$ cat config.mk
export PLATFORM = sky130hd
export DESIGN_NAME = pipeline_control
export DESIGN_NICKNAME = d
export VERILOG_FILES = /design/src/rtl/pipeline_control.sv
export SDC_FILE = /design/constraint.sdc
export NUM_CORES = 1
export LEC_CHECK = 0
export CAP_MARGIN = 10
export CORE_MARGIN = 10
export CORE_UTILIZATION = 53
export CTS_CLUSTER_DIAMETER = 50
export CTS_CLUSTER_SIZE = 28
export DETAILED_ROUTE_END_ITERATION = 12
export MAX_ROUTING_LAYER = met4
export PLACE_DENSITY = 0.91
export REMOVE_ABC_BUFFERS = 1
export SYNTH_ARGS = -nofsm -noshare
export SYNTH_HDL_FRONTEND = slang
export SYNTH_SLANG_ARGS = --single-unit
$ cat constraint.sdc
create_clock -name clk -period 5.5 [get_ports clk]
set_input_delay 0.55 -clock clk [delete_from_list [all_inputs] [get_ports clk]]
set_output_delay 0.55 -clock clk [all_outputs]
set_load 0.005 [all_outputs]
$ cat src/rtl/pipeline_control.sv
// Pipeline register enables and bubble controls derived from hazard, branch,
// cache-miss and HLT inputs, with saturating stall/flush performance counters.
module pipeline_control #(
  parameter int CNT_W        = 16,
  parameter int DRAIN_CYCLES = 3
) (
  input  logic             clk,
  input  logic             rst_n,
  input  logic             stall,
  input  logic             flush,
  input  logic             d_halt,
  input  logic             icache_miss,
  input  logic             dcache_miss,
  output logic             pc_we,
  output logic             ifid_we,
  output logic             ifid_flush,
  output logic             idex_we,
  output logic             idex_flush,
  output logic             exmem_we,
  output logic             memwb_we,
  output logic             halted,
  output logic [CNT_W-1:0] stall_cycles,
  output logic [CNT_W-1:0] flush_count
);

  localparam int DW = (DRAIN_CYCLES > 1) ? $clog2(DRAIN_CYCLES) : 1;
  localparam logic [DW-1:0] DRAIN_INIT = DW'(DRAIN_CYCLES - 1);

  typedef enum logic [1:0] {
    RUN    = 2'd0,
    DWAIT  = 2'd1,
    DRAIN  = 2'd2,
    HALTED = 2'd3
  } state_t;

  state_t           r_state;
  state_t           w_state_next;
  logic [DW-1:0]    r_drain;
  logic [DW-1:0]    w_drain_next;
  logic [CNT_W-1:0] r_stall_cycles;
  logic [CNT_W-1:0] r_flush_count;

  logic w_pc_we, w_ifid_we, w_ifid_flush, w_idex_we, w_idex_flush;
  logic w_exmem_we, w_memwb_we;
  logic w_flush_applied;
  logic w_stall_inc;

  always_comb begin
    w_state_next    = r_state;
    w_drain_next    = r_drain;
    w_pc_we         = 1'b0;
    w_ifid_we       = 1'b0;
    w_ifid_flush    = 1'b0;
    w_idex_we       = 1'b0;
    w_idex_flush    = 1'b0;
    w_exmem_we      = 1'b0;
    w_memwb_we      = 1'b0;
    w_flush_applied = 1'b0;
    case (r_state)
      // DWAIT re-enters the RUN rules in the first cycle the miss clears
      RUN, DWAIT: begin
        if (dcache_miss) begin
          w_state_next = DWAIT;
        end else if (stall) begin
          w_state_next = RUN;
          w_idex_we    = 1'b1;
          w_idex_flush = 1'b1;
          w_exmem_we   = 1'b1;
          w_memwb_we   = 1'b1;
        end else begin
          w_state_next = RUN;
          w_pc_we      = 1'b1;
          w_ifid_we    = 1'b1;
          w_idex_we    = 1'b1;
          w_exmem_we   = 1'b1;
          w_memwb_we   = 1'b1;
          if (flush) begin
            w_ifid_flush    = 1'b1;
            w_flush_applied = 1'b1;
          end
          if (d_halt) begin
            w_pc_we      = 1'b0;
            w_ifid_flush = 1'b1;
            w_state_next = DRAIN;
            w_drain_next = DRAIN_INIT;
          end else if (!flush && icache_miss) begin
            w_pc_we      = 1'b0;
            w_ifid_flush = 1'b1;
          end
        end
      end
      DRAIN: begin
        w_ifid_flush = 1'b1;
        if (!dcache_miss) begin
          w_ifid_we  = 1'b1;
          w_idex_we  = 1'b1;
          w_exmem_we = 1'b1;
          w_memwb_we = 1'b1;
          if (r_drain == '0) begin
            w_state_next = HALTED;
          end else begin
            w_drain_next = r_drain - DW'(1);
          end
        end
      end
      default: begin
        w_state_next = HALTED;
      end
    endcase
  end

  assign w_stall_inc = (r_state == RUN) && !w_pc_we;

  always_ff @(posedge clk) begin
    if (!rst_n) begin
      r_state        <= RUN;
      r_drain        <= '0;
      r_stall_cycles <= '0;
      r_flush_count  <= '0;
    end else begin
      r_state <= w_state_next;
      r_drain <= w_drain_next;
      if (w_stall_inc && (r_stall_cycles != '1)) begin
        r_stall_cycles <= r_stall_cycles + CNT_W'(1);
      end
      if (w_flush_applied && (r_flush_count != '1)) begin
        r_flush_count <= r_flush_count + CNT_W'(1);
      end
    end
  end

  // Controls are forced low while reset is asserted so nothing latches garbage
  assign pc_we        = rst_n & w_pc_we;
  assign ifid_we      = rst_n & w_ifid_we;
  assign ifid_flush   = rst_n & w_ifid_flush;
  assign idex_we      = rst_n & w_idex_we;
  assign idex_flush   = rst_n & w_idex_flush;
  assign exmem_we     = rst_n & w_exmem_we;
  assign memwb_we     = rst_n & w_memwb_we;
  assign halted       = rst_n & (r_state == HALTED);
  assign stall_cycles = r_stall_cycles;
  assign flush_count  = r_flush_count;

endmodule
# Word level (Yosys, flattened, before mapping)
# Index checks and enable logic that the tools add are counted.
# Widths: inputs -> output; s select.
totals:
  reg_bits: 36
  in_bits: 7
  out_inout_bits: 40
  word_cells: 71
classes:
  add_sub_neg: 3
  n_eq_ne: 11
  mux: 34
  n_bitwise: 6
  reduce_logical: 13
ops:
  columns: ["op", "n"]
  rows:
  - ["$add 16x1->16 const B", 2]
  - ["$ne 16x16->1 const B", 2]
  - ["$mux 1", 20]
  - ["$mux 2", 10]
  - ["$ne 2x2->1 const B", 6]
  - ["$pmux 2 s2", 2]
  - ["$and 1x1->1", 6]
  - ["$reduce_and 6->1", 1]
  - ["$eq 2x2->1 const B", 2]
  - ["$logic_and 1x1->1", 4]
  - ["$logic_not 2->1", 2]
  - ["$pmux 1 s2", 2]
  - ["$reduce_or 3->1", 1]
  - ["$eq 2x1->1 const B", 1]
  - ["$logic_not 1->1", 2]
  - ["$reduce_and 2->1", 1]
  - ["$reduce_bool 2->1", 1]
  - ["$reduce_or 2->1", 1]
  - ["$sub 2x1->2 const B", 1]

# Depth between registers and ports, before layout
# Gate-level depths: netlist of run 1.
depth:
  word_depth: 10
  mapped_depth: 7
  ltp_nobuf: 6

# Worst setup path before layout of run 1
# Ideal clock, no wire load.
synth_path:
  path_type: "input -> register"
  start: "input dcache_miss"
  end: "register r_flush_count[15] (netlist: flush_count[15])"
  setup_time_ns: 0.070
  arrival_ns: 2.165
  required_ns: 5.430
  path_slack_ns: 3.265
  path_stages: 4
  path_buffers: 0
  cell_sequence: "or4b_4 -> or4b_4 -> or4_1 -> a21oi_1"
synth_via:
  elab_chain_cells: 3
synth_rtl:
  columns: ["element", "line", "source"]
  rows:
  - ["from (decl)", "13", "input logic dcache_miss,"]
  - ["$mux 1", "62", "if (dcache_miss) begin"]
  - ["$mux 1", "59", "case (r_state)"]
  - ["$logic_and 1x1->1", "126", "if (w_flush_applied && (r_flush_count != '1)) begin"]
  - ["to (signal assigned)", "127", "r_flush_count <= r_flush_count + CNT_W'(1);"]
  - ["to (decl)", "41", "logic [CNT_W-1:0] r_flush_count;"]
# No other way between the ends.
# A chain may end at the register's enable or synchronous reset.

# Worst setup path in the final report of run 1
layout_path:
  start: "input dcache_miss"
  end: "output pc_we"
layout_via:
  elab_chain_cells: 3
layout_rtl:
  columns: ["element", "line", "source"]
  rows:
  - ["$mux 1", "62", null]
  - ["$mux 1", "59", null]
  - ["$and 1x1->1", "133", "assign pc_we = rst_n & w_pc_we;"]
  - ["to (decl)", "14", "output logic pc_we,"]
# No other way between the ends.

==> results.cfg, run 1 <==
[pwr]
p_clk_share_pct = 44.9
max-vdd-ir-drop_v = 0.0001745
p_seq_share_pct = 47.3
finalPower_uw = 569.6
p_int_uw = 446.4
sw_frac_of_total_pct = 21.62
pwr-share-comb_pct = 7.8
p_per_area_mw_per_mm2 = 223.3
power_leakage_uw = 0.0008396
power_switching_uw = 123.1

[placement]
placed_cell_area_mm2 = 0.002425
place_hpwl_mm = 3.752
port_buffers = 46
place.gp.congestion = 0.8089

[setup_path]
crit_path_end_kind = primary output
crit_top_cell = clkdlybuf4s50_1
reg2reg_depth = 4
cp_slowest_cell = clkdlybuf4s50_1
crit_path_start_kind = input pin
worst-path-max-fanout = 7
critical-path-max-stage-delay_ns = 0.61
criticalPathCategory = in2out
crit_required_ns = 4.95
path_cells = clkdlybuf4s50_1 -> or3_1 -> nor4_1 -> clkdlybuf4s50_1
crit_arrival_ns = 2.52

[finish]
num_antenna_cells = 0
mostFrequentLayoutCell = clkdlybuf4s50_1
fin_nets = 288
final-seq-area_um2 = 720.7
fin_area_mm2 = 0.002551
area_delta_synth_final_pct = 31.72
final_cell_mix = clkdlybuf4s50_1, dfxtp_1, a21oi_1, nand2_1
multi_input_area_mm2 = 0.001122
fillers = 267
final_layout_size_suffix_gt1_share_pct = 7.168

[cts]
cts_tree = built
clk_latency_ns = 0.29
cts_inserted_buffers = 5
path_clk_slew_ns = 0.07
clockRootBuffer = clkbuf_8
ctsResizeCount = 0
clk_path_buf_depth = 2
clkSinkCount = 36
h-tree-depth = 2
cts_hold_buf = 0
cts_setup_buffers = 0

[yosys]
synth-async-reset-ratio_pct = 0
ys_seq_elements = 36
synth_cells = 236
syn_area_per_cell_um2 = 8.207
yosys_warnings = 0
ys.flop_type = dfxtp_1
synth_edf_count = 0
ys_seq_area_share_pct = 37.21
syn_area_mm2 = 0.001937
synth_cell_types = 34

[sta]
slew_headroom_pct = 45.17
finalSetupViolCount = 0
timing.final.hold_violations = 0
hold_ws_ns = 0.4954
max_freq_mhz = 326.0
worst_pin_slew_ns = 0.8154
rsz0062_at_grt = false
finalSetupTns_ns = 0
finalCritPeriodShare_pct = 55.77
fin_crit_ns = 3.067
drv_slew = 0
fin_skew_ns = 0.005897

[run_status]
status = finished clean

[min_path]
holdPathStages = 2
holdCritPathClass = reg2reg

[detailed_routing]
first_pass_iters = 4
viasPerCell = 6.194
drc = 0
drtIter0Drc = 138
num_vias = 2013
detail-route-antenna-nets = 0
wl_per_cell_um = 16.15
drt-total-wl_mm = 5.248

[floorplan]
die_x_um = 80.45
die_h_um = 80.45
std_cell_rows = 21
start_util_pct = 56.27
dieArea_mm2 = 0.006472
ios = 47
coreArea_mm2 = 0.003442

[flow_run]
drv_cap = 0

[global_routing]
grt_use_total_pct = 16.42
grt_max_degree = 21
antenna_found_initial = 0
grt_first_pass_wirelength_mm = 8.556
grt_pass1_vias = 1816
grt-ovfl-total = 0
[worst max-delay path, delay by kind of cell]
family / cells / cell delay, ns
buffers and inverters: 2 / 1.13
AND/OR/NAND/NOR: 2 / 0.83
[cells in the mapped netlist, types with 3 or more instances]
cell	number	area, µm²
nand4_1	9	56.30
and4_1	6	52.55
o21ai_0	7	35.03
dfxtp_1	36	720.7
nor4_1	4	25.02
inv_1	7	26.28
or3b_2	3	26.28
nor2_1	16	60.06
nand2_1	20	75.07
or4_1	15	112.6
or3_1	6	37.54
mux2i_1	6	60.06
nand3_1	8	40.04
ha_1	3	37.54
o31ai_1	16	120.1
o311ai_0	4	35.03
a21oi_1	24	120.1
and3_1	5	31.28
clkbuf_1	13	48.80
nand2b_1	6	37.54
o41ai_1	4	35.03
nor3_1	3	15.01
[layout make-up]
| type | count | area share, % |
|---|---|---|
| Clock buffer | 7 | 3.776 |
| Clock inverter | 1 | 1.177 |
| Inverter | 7 | 1.030 |
| Multi-Input combinational cell | 177 | 43.99 |
| Sequential cell | 36 | 28.25 |
| Tap cell | 46 | 2.256 |
| Timing Repair Buffer | 51 | 19.52 |
[per-stage QoR]
stage | util (%) | std cells | setup slack, ns
5_1_grt | 74.12 | 325 | 2.363
2_1_floorplan | - | 220 | 3.103
4_1_cts | 74.12 | 325 | 2.426
3_5_place_dp | 70.45 | 317 | 2.428
3_3_place_gp | 70.45 | 317 | 2.579
6_report | 74.12 | 325 | 2.433
[flip-flops by register name, indices dropped and copies added, names as in the netlist]
| signal | cells |
|---|---|
| r_state | 2 |
| stall_cycles | 16 |
| r_drain | 2 |
| flush_count | 16 |
[final timing paths]
check / startpoint / to / slack [ns]
min: stall_cycles[11] / stall_cycles[11] / 0.50
max reg2reg: r_state[1] / flush_count[15] / 3.18
max: dcache_miss / pc_we / 2.43
min reg2reg: stall_cycles[11] / stall_cycles[11] / 0.50
[power groups by stage]
stage               sequential, µW  combinational [µW]  clock, µW
finish                         270                44.3        256
global route                   271                48.5        269
CTS                            269                44.3        257
detailed placement             275                43.9          0
global placement               275                42.6          0
floorplan                      275                19.9          0
[metal layers]
metal	vias to the layer above	wire, µm	GRT usage, %
li1	991	-	-
met1	953	2414	20.22
met2	60	2450	25.80
met3	9	320	3.786
met4	0	63	5.282
met5	-	0	-
[kinds of logic (layout without fill, tap and decap cells)]
| group | Yosys count | in the layout | synth area share (%) |
|---|---|---|---|
| fa+ha+maj | 3 | 3 | 1.938 |
| flops | 36 | 36 | 37.21 |
| mux | 6 | 6 | 3.101 |
| compound gates | 62 | 62 | 20.80 |
| simple gates | 106 | 106 | 32.11 |
| buf+inv | 23 | 66 | 4.845 |
Note: power is estimated with default switching activity, not from simulation.
==> run 2: changes to the inputs <==
--- a/config.mk
+++ b/config.mk
@@ -7,12 +7,12 @@
 export LEC_CHECK = 0
 export CAP_MARGIN = 10
 export CORE_MARGIN = 10
-export CORE_UTILIZATION = 53
+export CORE_UTILIZATION = 44
 export CTS_CLUSTER_DIAMETER = 50
 export CTS_CLUSTER_SIZE = 28
 export DETAILED_ROUTE_END_ITERATION = 12
 export MAX_ROUTING_LAYER = met4
-export PLACE_DENSITY = 0.91
+export PLACE_DENSITY = 0.81
 export REMOVE_ABC_BUFFERS = 1
 export SYNTH_ARGS = -nofsm -noshare
 export SYNTH_HDL_FRONTEND = slang
==> constraint.sdc (replaced) <==
create_clock -name clk -period 2.61 [get_ports clk]
set_input_delay 0.261 -clock clk [delete_from_list [all_inputs] [get_ports clk]]
set_output_delay 0.261 -clock clk [all_outputs]
set_load 0.005 [all_outputs]
==> run 2 against run 1 <==
Compared with the run above: total power grew 89%; combinational power up 130%; clock power increased by 59%; clock-buffer cell count grew 1; sequential power increased by 110%; wire length down 1.3%; first-iteration DRC count shrank 13%; critical path depth increased by 1; register-to-register slack got worse by 2.8 ns; cell area up 0.64%; die area is 15% higher; non-clock buffer count up 6; critical endpoint unchanged; largest power group unchanged; highest routed layer unchanged.
==> results.cfg, run 2 (synthesized netlist as in run 1, its figures left out) <==
[run_status]
status = finished clean

[setup_path]
r2r-end = flush_count[15]
path_buf_inv = 3
crit_required_ns = 2.35
crit_path_start_kind = input pin
critical-path-max-stage-delay_ns = 0.58
path_cells = clkdlybuf4s50_1 -> buf_4 -> or3_1 -> nor4_1 -> clkdlybuf4s50_1
worst-path-max-fanout = 6
crit_path_end_kind = primary output
criticalPathCategory = in2out
cp_slowest_cell = clkdlybuf4s50_1
reg2reg_depth = 4
crit_top_cell = clkdlybuf4s50_1
reg2reg_from = r_state[1]
crit_arrival_ns = 2.14
cp_top_family = buffers and inverters
reg2reg_setup_slack_ns = 0.43

[flow_run]
drv_cap = 0

[placement]
place_hpwl_mm = 3.814
port_buffers = 46
placed_cell_area_mm2 = 0.002477
dpl.cell_count = 329
place.gp.congestion = 0.8609
pre_cts_ws_ns = 0.1447

[finish]
fillers = 397
area_delta_synth_final_pct = 32.56
fin_area_mm2 = 0.002567
final_cell_mix = clkdlybuf4s50_1, dfxtp_1, a21oi_1, nand2_1
mostFrequentLayoutCell = clkdlybuf4s50_1
fin_nets = 294
finalNonFillerCells = 337
num_antenna_cells = 0
final_layout_size_suffix_gt1_share_pct = 8.421

[detailed_routing]
top_layer_used = met4
num_vias = 2009
drc = 0
detail-route-antenna-nets = 0
wl_met1_mm = 2.286
wl_per_cell_um = 15.37
viasPerCell = 5.961
drt-total-wl_mm = 5.181
dr_wl_met2_mm = 2.462
wl_met3_um = 374
first_pass_iters = 4
drtIter0Drc = 120

[pwr]
p_per_area_mw_per_mm2 = 420.0
max-vdd-ir-drop_v = 0.0002529
power_leakage_uw = 0.0008491

[sta]
finalCritPeriodShare_pct = 92.01
finalSetupViolCount = 0
drv_slew = 0
fin_skew_ns = 0.004759
max_freq_mhz = 416.4
fin_ws_ns = 0.2085
worst_pin_slew_ns = 0.5297
rsz0062_at_grt = false
timing.final.hold_violations = 0
slew_headroom_pct = 64.69
fin_crit_ns = 2.402
finalSetupTns_ns = 0

[cts]
clkSinkCount = 36
clockRootBuffer = clkbuf_8
cts_tree = built
cts_inserted_buffers = 5
clk_latency_ns = 0.29
cts_setup_buffers = 0
path_clk_slew_ns = 0.07
clk_path_buf_depth = 2
cts_hold_buf = 0
ctsResizeCount = 0
h-tree-depth = 2

[floorplan]
die_x_um = 86.35
start_util_pct = 45.10
die_h_um = 86.35
dieArea_mm2 = 0.007455
ios = 47
std_cell_rows = 24
coreArea_mm2 = 0.004294

[global_routing]
grt-ovfl-total = 0
grt_max_degree = 19
grt_pass1_vias = 1925
antenna_found_initial = 0
grt_use_total_pct = 14.60
grt_first_pass_wirelength_mm = 8.963

[min_path]
holdCritPathClass = reg2reg
holdPathEnd = flush_count[7]
holdPathStages = 2
hold_start = flush_count[7]
run 2: cell types whose count changed in the layout (fill, tap and decap cells not counted), sizes merged:
cell,delta
buf,+6
bufinv,-1
clkbuf,+1
run 2: tightest hold or removal path: cells and delay by family, from the launching register on:
family | cells | cell delay, ns
AOI/OAI and AO/OA | 2 | 0.13
DFF | 1 | 0.33
run 2: where the power goes:
group          leakage [µW]  switching, µW  internal (µW)
logic              0.000513           48.2           53.4
clock network     0.0000455            193            215
registers          0.000291           11.0            557
run 2: cell type report:
cell class,instances,area (µm²),share of cell area [%]
multi-input combinational,177,1122,43.71
sequential,36,720.7,28.07
timing repair buffer,57,543.0,21.15
clock buffer,8,90.09,3.509
tap,52,65.06,2.534
inverter,7,26.28,1.023
run 2: how the worst max path moves through the flow:
stage / start / cells after the start / to
after global routing: dcache_miss / 5 / pc_we
final: dcache_miss / 5 / pc_we
after global placement: flush / 5 / flush_count[15]
after CTS: dcache_miss / 5 / pc_we
after floorplan: r_state[1] / 4 / stall_cycles[12]
after detailed placement: flush / 5 / flush_count[15]
run 2: stage by stage:
stage	hold slack, ns	total power, µW	utilization [%]
finish	0.5045	1078	59.79
detailed placement	0.4918	682.0	57.69
global route	0.5271	1126	59.79
floorplan	0.3944	620.5	-
CTS	0.5036	1093	59.79
global placement	0.4848	679.8	57.69
run 2: routing by layer:
layer | vias up | track usage, %
li1 | 1008 | -
met1 | 946 | 16.98
met2 | 50 | 22.68
met3 | 5 | 4.690
met4 | 0 | 6.038
met5 | - | -
==> run 3: changes to the inputs <==
--- a/config.mk
+++ b/config.mk
@@ -14,6 +14,7 @@
 export MAX_ROUTING_LAYER = met4
 export PLACE_DENSITY = 0.81
 export REMOVE_ABC_BUFFERS = 1
+export SLEW_MARGIN = 10
 export SYNTH_ARGS = -nofsm -noshare
 export SYNTH_HDL_FRONTEND = slang
 export SYNTH_SLANG_ARGS = --single-unit
==> results of run 3 <==
Final layout, timing and power as in run 2 (identical DEF).
